`src/rtl/ctrl_seq_engine_if.sv`:
```
// Memory-side request/acknowledge bus of the instruction-sequencing controller:
// one instruction read channel and one result write channel.
interface ctrl_seq_engine_if #(
  parameter int ADDR_W  = 8,
  parameter int REG_W   = 5,
  parameter int INSTR_W = 16
);
  logic               RD_REQ;
  logic [ADDR_W-1:0]  RD_ADDR;
  logic               RD_ACK;
  logic [INSTR_W-1:0] RD_DATA;
  logic               WR_REQ;
  logic [ADDR_W-1:0]  WR_ADDR;
  logic [REG_W-1:0]   WR_DATA;
  logic               WR_ACK;

  modport master (
    output RD_REQ, RD_ADDR, WR_REQ, WR_ADDR, WR_DATA,
    input  RD_ACK, RD_DATA, WR_ACK
  );

  modport slave (
    input  RD_REQ, RD_ADDR, WR_REQ, WR_ADDR, WR_DATA,
    output RD_ACK, RD_DATA, WR_ACK
  );
endinterface

```
`src/rtl/ctrl_seq_engine.sv`:
```
// Instruction-sequencing controller: fetches LEN packed instructions from BASE_ADDR,
// executes one ALU op per instruction and writes each result to (address + OFFSET).
module ctrl_seq_engine #(
  parameter int REG_W  = 5,
  parameter int CNT_W  = 3,
  parameter int ADDR_W = 8,
  parameter int OFFSET = 16
) (
  input  logic              CLK,
  input  logic              RST_N,
  input  logic              STRT,
  input  logic              ABORT,
  input  logic [ADDR_W-1:0] BASE_ADDR,
  input  logic [ADDR_W-1:0] LEN,
  ctrl_seq_engine_if.master mem,
  output logic              BUSY,
  output logic              STOP,
  output logic              ABORTED,
  output logic [ADDR_W-1:0] DONE_CNT
);
  localparam int INSTR_W = 3 + 2*REG_W + CNT_W;

  typedef enum logic [2:0] {
    S_IDLE  = 3'd0,
    S_FETCH = 3'd1,
    S_EXEC  = 3'd2,
    S_WRITE = 3'd3,
    S_DONE  = 3'd4
  } state_t;

  state_t             r_state;
  state_t             w_state_nxt;
  logic [ADDR_W-1:0]  r_base, w_base_nxt;
  logic [ADDR_W-1:0]  r_len, w_len_nxt;
  logic [ADDR_W-1:0]  r_idx, w_idx_nxt;
  logic [ADDR_W-1:0]  w_idx_inc;
  logic [INSTR_W-1:0] r_ir;
  logic [REG_W-1:0]   r_result;
  logic               r_abort_pend;
  logic               r_busy, r_stop, r_aborted;
  logic [ADDR_W-1:0]  r_done_cnt;
  logic               r_rd_req, r_wr_req;
  logic [ADDR_W-1:0]  r_rd_addr, r_wr_addr;
  logic               w_start, w_rd_done, w_wr_done, w_abort_eff;

  function automatic logic [REG_W-1:0] alu(input logic [INSTR_W-1:0] ir);
    logic [2:0]       op;
    logic [REG_W-1:0] a;
    logic [REG_W-1:0] b;
    logic [CNT_W-1:0] c;
    op = ir[INSTR_W-1 -: 3];
    a  = ir[INSTR_W-4 -: REG_W];
    b  = ir[CNT_W +: REG_W];
    c  = ir[CNT_W-1:0];
    case (op)
      3'd0:    alu = a + b;
      3'd1:    alu = a - b;
      3'd2:    alu = REG_W'(0) - a;
      3'd3:    alu = a & b;
      3'd4:    alu = a | b;
      3'd5:    alu = ~a;
      3'd6:    alu = (32'(c) >= REG_W) ? REG_W'(0) : (a >> c);
      3'd7:    alu = (32'(c) >= REG_W) ? REG_W'(0) : (a << c);
      default: alu = REG_W'(0);
    endcase
  endfunction

  assign w_start     = (r_state == S_IDLE) && STRT;
  assign w_rd_done   = (r_state == S_FETCH) && mem.RD_ACK;
  assign w_wr_done   = (r_state == S_WRITE) && mem.WR_ACK;
  assign w_idx_inc   = r_idx + ADDR_W'(1);
  // An abort sampled on the final write edge still counts, as the pending flag sets there too.
  assign w_abort_eff = r_abort_pend | (r_busy & ABORT);

  // Next-state and captured-operand logic
  always_comb begin
    w_state_nxt = r_state;
    w_base_nxt  = r_base;
    w_len_nxt   = r_len;
    w_idx_nxt   = r_idx;
    case (r_state)
      S_IDLE: begin
        if (STRT) begin
          w_base_nxt  = BASE_ADDR;
          w_len_nxt   = LEN;
          w_idx_nxt   = '0;
          w_state_nxt = (LEN == '0) ? S_DONE : S_FETCH;
        end else begin
          w_state_nxt = S_IDLE;
        end
      end
      S_FETCH: begin
        if (mem.RD_ACK) begin
          w_state_nxt = S_EXEC;
        end else begin
          w_state_nxt = S_FETCH;
        end
      end
      S_EXEC:  w_state_nxt = S_WRITE;
      S_WRITE: begin
        if (mem.WR_ACK) begin
          w_idx_nxt   = w_idx_inc;
          w_state_nxt = ((w_idx_inc == r_len) || w_abort_eff) ? S_DONE : S_FETCH;
        end else begin
          w_state_nxt = S_WRITE;
        end
      end
      S_DONE:  w_state_nxt = S_IDLE;
      default: w_state_nxt = S_IDLE;
    endcase
  end

  // State, datapath and request registers; requests are decoded from the next state
  always_ff @(posedge CLK or negedge RST_N) begin
    if (!RST_N) begin
      r_state   <= S_IDLE;
      r_base    <= '0;
      r_len     <= '0;
      r_idx     <= '0;
      r_ir      <= '0;
      r_result  <= '0;
      r_rd_req  <= 1'b0;
      r_wr_req  <= 1'b0;
      r_rd_addr <= '0;
      r_wr_addr <= '0;
    end else begin
      r_state   <= w_state_nxt;
      r_base    <= w_base_nxt;
      r_len     <= w_len_nxt;
      r_idx     <= w_idx_nxt;
      r_rd_req  <= (w_state_nxt == S_FETCH);
      r_wr_req  <= (w_state_nxt == S_WRITE);
      r_rd_addr <= w_base_nxt + w_idx_nxt;
      r_wr_addr <= w_base_nxt + w_idx_nxt + ADDR_W'(OFFSET);
      if (w_rd_done) begin
        r_ir <= mem.RD_DATA;
      end
      if (r_state == S_EXEC) begin
        r_result <= alu(r_ir);
      end
    end
  end

  // Status flags, completion counter and pending abort
  always_ff @(posedge CLK or negedge RST_N) begin
    if (!RST_N) begin
      r_busy       <= 1'b0;
      r_stop       <= 1'b0;
      r_aborted    <= 1'b0;
      r_done_cnt   <= '0;
      r_abort_pend <= 1'b0;
    end else begin
      if (w_start) begin
        r_busy     <= 1'b1;
        r_stop     <= 1'b0;
        r_aborted  <= 1'b0;
        r_done_cnt <= '0;
      end else if (r_state == S_DONE) begin
        r_busy    <= 1'b0;
        r_stop    <= 1'b1;
        r_aborted <= r_abort_pend;
      end
      if (w_wr_done) begin
        r_done_cnt <= r_done_cnt + ADDR_W'(1);
      end
      if (r_state == S_DONE) begin
        r_abort_pend <= 1'b0;
      end else if (r_busy && ABORT) begin
        r_abort_pend <= 1'b1;
      end
    end
  end

  assign mem.RD_REQ  = r_rd_req;
  assign mem.RD_ADDR = r_rd_addr;
  assign mem.WR_REQ  = r_wr_req;
  assign mem.WR_ADDR = r_wr_addr;
  assign mem.WR_DATA = r_result;
  assign BUSY        = r_busy;
  assign STOP        = r_stop;
  assign ABORTED     = r_aborted;
  assign DONE_CNT    = r_done_cnt;
endmodule
```
`src/flat_wrapper.sv`:
```
// flat-port wrapper written by rule: the top's interface ports become plain ports
module ctrl_seq_engine_flat 
#(
  parameter int REG_W  = 5,
  parameter int CNT_W  = 3,
  parameter int ADDR_W = 8,
  parameter int OFFSET = 16
)
  (CLK, RST_N, STRT, ABORT, BASE_ADDR, LEN, BUSY, STOP, ABORTED, DONE_CNT, mem_RD_REQ, mem_RD_ADDR, mem_WR_REQ, mem_WR_ADDR, mem_WR_DATA, mem_RD_ACK, mem_RD_DATA, mem_WR_ACK);
  ctrl_seq_engine_if #(.ADDR_W(ADDR_W), .REG_W(REG_W)) mem_i ();
  input  logic CLK;
  input  logic RST_N;
  input  logic STRT;
  input  logic ABORT;
  input  logic [ADDR_W-1:0] BASE_ADDR;
  input  logic [ADDR_W-1:0] LEN;
  output logic BUSY;
  output logic STOP;
  output logic ABORTED;
  output logic [ADDR_W-1:0] DONE_CNT;
  output wire logic [$bits(mem_i.RD_REQ)-1:0] mem_RD_REQ;
  output wire logic [$bits(mem_i.RD_ADDR)-1:0] mem_RD_ADDR;
  output wire logic [$bits(mem_i.WR_REQ)-1:0] mem_WR_REQ;
  output wire logic [$bits(mem_i.WR_ADDR)-1:0] mem_WR_ADDR;
  output wire logic [$bits(mem_i.WR_DATA)-1:0] mem_WR_DATA;
  input wire logic [$bits(mem_i.RD_ACK)-1:0] mem_RD_ACK;
  input wire logic [$bits(mem_i.RD_DATA)-1:0] mem_RD_DATA;
  input wire logic [$bits(mem_i.WR_ACK)-1:0] mem_WR_ACK;
  assign mem_RD_REQ = mem_i.RD_REQ;
  assign mem_RD_ADDR = mem_i.RD_ADDR;
  assign mem_WR_REQ = mem_i.WR_REQ;
  assign mem_WR_ADDR = mem_i.WR_ADDR;
  assign mem_WR_DATA = mem_i.WR_DATA;
  assign mem_i.RD_ACK = mem_RD_ACK;
  assign mem_i.RD_DATA = mem_RD_DATA;
  assign mem_i.WR_ACK = mem_WR_ACK;
  ctrl_seq_engine #(.REG_W(REG_W), .CNT_W(CNT_W), .ADDR_W(ADDR_W), .OFFSET(OFFSET)) u_core (.CLK(CLK), .RST_N(RST_N), .STRT(STRT), .ABORT(ABORT), .BASE_ADDR(BASE_ADDR), .LEN(LEN), .mem(mem_i), .BUSY(BUSY), .STOP(STOP), .ABORTED(ABORTED), .DONE_CNT(DONE_CNT));
endmodule
```
`config.mk`:
```
export PLATFORM = sky130hd
export DESIGN_NAME = ctrl_seq_engine_flat
export DESIGN_NICKNAME = d
export VERILOG_FILES = /design/src/rtl/ctrl_seq_engine_if.sv /design/src/rtl/ctrl_seq_engine.sv /design/src/flat_wrapper.sv
export SDC_FILE = /design/constraint.sdc
export NUM_CORES = 1
export LEC_CHECK = 0
export CORE_ASPECT_RATIO = 1.75
export CORE_MARGIN = 3
export CORE_UTILIZATION = 30
export CTS_BUF_LIST = sky130_fd_sc_hd__clkbuf_4 sky130_fd_sc_hd__clkbuf_8
export CTS_CLUSTER_SIZE = 40
export DETAILED_ROUTE_END_ITERATION = 8
export PLACE_DENSITY = 0.51
export SYNTH_ARGS = -nofsm -noshare
export SYNTH_HDL_FRONTEND = slang
export SYNTH_SLANG_ARGS = --single-unit
```
`constraint.sdc`:
```
create_clock -name CLK -period 3.5 [get_ports CLK]
set_input_delay 0.7 -clock CLK [delete_from_list [all_inputs] [get_ports CLK]]
set_output_delay 0.7 -clock CLK [all_outputs]
set_load 0.03 [all_outputs]
```
==> impl_metrics.env <==
export IMPL_syn_to_final_growth_pct=28.9
export IMPL_max_freq_ghz=0.302
export IMPL_worst_path_largest_cell_delay_ps=500
export IMPL_nNetsFinal=601
export IMPL_grt_antenna_before_repair=0
export IMPL_wire_length_of_the_first_global_routing_pass_mm=19.2
export IMPL_floorplan_initialDensity=0.310
export IMPL_cts_tree="yes"
export IMPL_worst_slew_pin_slew_ps=960
export IMPL_irDropWorstVdd_v=0.000416
export IMPL_htree_levels=3
export IMPL_drt_antenna_violating_nets=0
export IMPL_crit_required_ps=3740
export IMPL_drt_pre_antenna_iters=4
export IMPL_power_switching_share=0.438
export IMPL_worstSetupStartpointType="input pin"
export IMPL_syn_num_nets=516
export IMPL_end_kind="register"
export IMPL_full_die_area_sq_mm=0.0161
export IMPL_via_per_inst=4.96
export IMPL_synthDistinctLibCells=70
export IMPL_critical_path_most_common_cell="sky130_fd_sc_hd__nor2_1"
export IMPL_std_cell_rows=57
export IMPL_timing_final_crit_period_ps=3310
export IMPL_critPathArrivalTime_ps=3550
export IMPL_cp_slowest_cell="sky130_fd_sc_hd__clkdlybuf4s50_1"
export IMPL_average_detailed_routed_wire_length_per_instance_um=16.2
export IMPL_critPathMaxFanout=4
export IMPL_finClkSkew_ps=6.97
export IMPL_fin_area_sq_mm=0.00562
export IMPL_gr_total_overflow=0
export IMPL_p_comb_frac=0.560
export IMPL_clkSlewWorstSetupHoldPaths_ps=80
export IMPL_finalSetupViolations=0
export IMPL_yosysWarnings=0
export IMPL_seq_cell_area_sq_mm=0.00185
export IMPL_slew_limit_headroom=0.360
export IMPL_fin_setup_tns_ps=0
export IMPL_fillers=1428
export IMPL_final_min_period_over_clock_period=0.946
export IMPL_grt_start_max_net_pins=75
export IMPL_placed_cells_incl_taps=709
export IMPL_maxCapViolCount=0
export IMPL_internal_power_w=0.00301
export IMPL_run_status="completed"
export IMPL_total_power_w=0.00536
export IMPL_pwr_share_seq=0.300
export IMPL_number_of_flops_mapped_to_enable_cells_by_yosys=0
export IMPL_path_buf_inv=2
export IMPL_hold_violations=0
export IMPL_layout_cells_most_common="sky130_fd_sc_hd__nand2_1"
export IMPL_cp_cell_sequence="clkdlybuf4s50_1 -> nor4b_4 -> nor2_1 -> buf_4 -> a22o_1 -> fa_1 -> a21o_1 -> a21oi_4 -> nor2_1 -> o211a_1 -> o31a_1 -> xor2_1"
export IMPL_clock_sinks=74
export IMPL_layout_cells_non_filler=725
export IMPL_power_frac_clock=0.139
export IMPL_power_density_mw_per_mm2=955
export IMPL_drt_iter0_markers=101
export IMPL_synth_ff_latch_count=74
export IMPL_synth_top_cell_area_share=0.425
export IMPL_grt_use_total=0.151
export IMPL_rsz0062_at_grt="false"
export IMPL_floorplan_die_height_um=165
export IMPL_hold_path_class="register to register"
export IMPL_hpwl_mm=8.89
export IMPL_mostFrequentLayoutCells="sky130_fd_sc_hd__nand2_1 (77), sky130_fd_sc_hd__dfrtp_1 (74), sky130_fd_sc_hd__clkdlybuf4s50_1 (70)"
export IMPL_slew_viol_final=0
export IMPL_io_buffer_count=71
export IMPL_asr_flop_ratio_synth=1.00
export IMPL_yosys_top_cells_area="sky130_fd_sc_hd__dfrtp_1 (43%), sky130_fd_sc_hd__nand2_1 (6.6%), sky130_fd_sc_hd__ha_1 (5.2%)"
export IMPL_syn_cell_area_sq_mm=0.00436
export IMPL_post_route_cells_drive_above_1_share=0.148
export IMPL_cts_made_buffers=9
export IMPL_wirelength_mm=11.7
export IMPL_gp_routability_congestion=0.870
export IMPL_core_area_sq_mm=0.0140
export IMPL_clock_insertion_delay_worst_skew_ps=350
export IMPL_first_global_vias=3911
export IMPL_postSynthCellCount=458
export IMPL_critical_path_top_delay_family="compound AO/OA/AOI/OAI gates"
export IMPL_postCtsHoldBufs=0
export IMPL_synthesis_area_per_instance_sq_um=9.51
export IMPL_path_class="input pin to register"
export IMPL_sequential_element_share_of_the_synthesized_area=0.425
export IMPL_antennaDiodeCount=0
export IMPL_switching_power_w=0.00235
export IMPL_via_count=3595
export IMPL_dominantRegCellSynth="sky130_fd_sc_hd__dfrtp_1"
export IMPL_multiInputGateArea_sq_mm=0.00230
export IMPL_die_x_um=97.1
export IMPL_clk_root_buffer_cell="sky130_fd_sc_hd__clkbuf_8"
export IMPL_ioPinCount=72
export IMPL_total_leakage_power_nw=2.48
export IMPL_drc_errors_left=0
export IMPL_maximum_clock_insertion_buffer_count=2
export IMPL_placedInstanceArea_sq_mm=0.00539
export IMPL_synth_top_area_cell="sky130_fd_sc_hd__dfrtp_1"
-- final cells by class --
| cell class | count | share of cell area |
|---|---|---|
| clock buffers | 10 | 0.0234 |
| clock inverters | 6 | 0.0160 |
| inverters | 15 | 0.0100 |
| multi-input cells | 337 | 0.409 |
| flip-flops and latches | 74 | 0.330 |
| well taps | 177 | 0.0394 |
| repair buffers | 106 | 0.173 |
-- tightest hold or removal path, delay by kind of cell (launching register included) --
kind	cells	cell delay, ps
flops	1	330
simple gates	2	110
-- synth_stat cells (3+ instances only) --
| master | n |
|---|---|
| sky130_fd_sc_hd__clkbuf_1 | 19 |
| sky130_fd_sc_hd__xor2_1 | 11 |
| sky130_fd_sc_hd__nor3b_1 | 4 |
| sky130_fd_sc_hd__nor4_1 | 3 |
| sky130_fd_sc_hd__o31ai_1 | 6 |
| sky130_fd_sc_hd__dfrtp_1 | 74 |
| sky130_fd_sc_hd__nand3_1 | 12 |
| sky130_fd_sc_hd__o211ai_1 | 3 |
| sky130_fd_sc_hd__a22o_1 | 3 |
| sky130_fd_sc_hd__nor2_1 | 22 |
| sky130_fd_sc_hd__a31oi_1 | 7 |
| sky130_fd_sc_hd__mux2_2 | 11 |
| sky130_fd_sc_hd__xnor2_1 | 12 |
| sky130_fd_sc_hd__nand2b_1 | 7 |
| sky130_fd_sc_hd__nand2_1 | 77 |
| sky130_fd_sc_hd__buf_2 | 5 |
| sky130_fd_sc_hd__a211oi_1 | 4 |
| sky130_fd_sc_hd__a21o_1 | 5 |
| sky130_fd_sc_hd__nor2b_1 | 5 |
| sky130_fd_sc_hd__nand4_1 | 7 |
| sky130_fd_sc_hd__or2_2 | 3 |
| sky130_fd_sc_hd__buf_4 | 7 |
| sky130_fd_sc_hd__a21oi_1 | 19 |
| sky130_fd_sc_hd__inv_1 | 15 |
| sky130_fd_sc_hd__ha_1 | 18 |
| sky130_fd_sc_hd__o22ai_1 | 3 |
| sky130_fd_sc_hd__o21ai_0 | 35 |
| sky130_fd_sc_hd__nor3_1 | 7 |
| sky130_fd_sc_hd__mux2i_1 | 5 |
-- what timing repair did --
item | 4_1_cts | 5_1_grt
gates resized for setup | 0 | 2
setup buffers | 0 | 0
endpoints found under the setup margin | 0 | 2
-- stage by stage --
stage / utilization / setup WS, ps / hold slack, ps
finish: 0.400 / 188 / 481
global route: 0.400 / 11.0 / 513
CTS: 0.399 / 132 / 487
detailed placement: 0.384 / -258 / 467
global placement: 0.384 / -200 / 466
floorplan: - / 305 / 404
-- power by group through the flow --
stage                     clock network (W)  logic, W  registers [W]
after global routing               0.000816   0.00333        0.00167
after CTS                          0.000783   0.00305        0.00162
final                              0.000746   0.00301        0.00161
after global placement                    0   0.00301        0.00163
after detailed placement                  0   0.00303        0.00163
after floorplan                           0   0.00193        0.00166
-- cells by family after synthesis --
| family | count (synthesis) | share of synthesized area |
|---|---|---|
| AO/OA/AOI/OAI | 106 | 0.159 |
| XOR/XNOR | 26 | 0.0606 |
| adder cells (fa/ha/maj) | 20 | 0.0609 |
| buffers and inverters | 47 | 0.0497 |
| flip-flops | 74 | 0.425 |
| multiplexers | 18 | 0.0503 |
| AND/OR/NAND/NOR | 167 | 0.194 |
-- flip-flops by register name, summed over array words and instances, names as in the netlist --
register,cells
u_core.r_state,3
u_core.DONE_CNT,8
u_core.mem.WR_DATA,5
u_core.r_ir,16
u_core.mem.RD_REQ,1
u_core.r_idx,8
u_core.r_len,8
u_core.BUSY,1
u_core.mem.WR_REQ,1
u_core.STOP,1
u_core.mem.WR_ADDR,4
u_core.mem.RD_ADDR,8
u_core.r_abort_pend,1
u_core.ABORTED,1
u_core.r_base,8
-- path summary, 6_finish.rpt --
path / from / to / slack (ps) / cells after the start
worst min register to register: u_core.r_base[4] / u_core.r_base[4] / 480 / 2
worst max-delay path: STRT / u_core.mem.WR_ADDR[7] / 190 / 12
worst max register to register: u_core.r_state[2] / u_core.mem.WR_ADDR[7] / 390 / 11
worst min-delay path: u_core.r_base[4] / u_core.r_base[4] / 480 / 2
min in group asynchronous: RST_N / u_core.r_ir[8] / 500 / 1
max in group asynchronous: RST_N / u_core.r_base[1] / 2390 / 1
-- routing by layer --
layer	up-vias	track usage	share of wire
li1	1783	-	-
met1	1717	0.155	0.38
met2	78	0.293	0.56
met3	17	0.0315	0.033
met4	0	0.0671	0.026
met5	-	0	0
(Power assumes the default switching activity.)
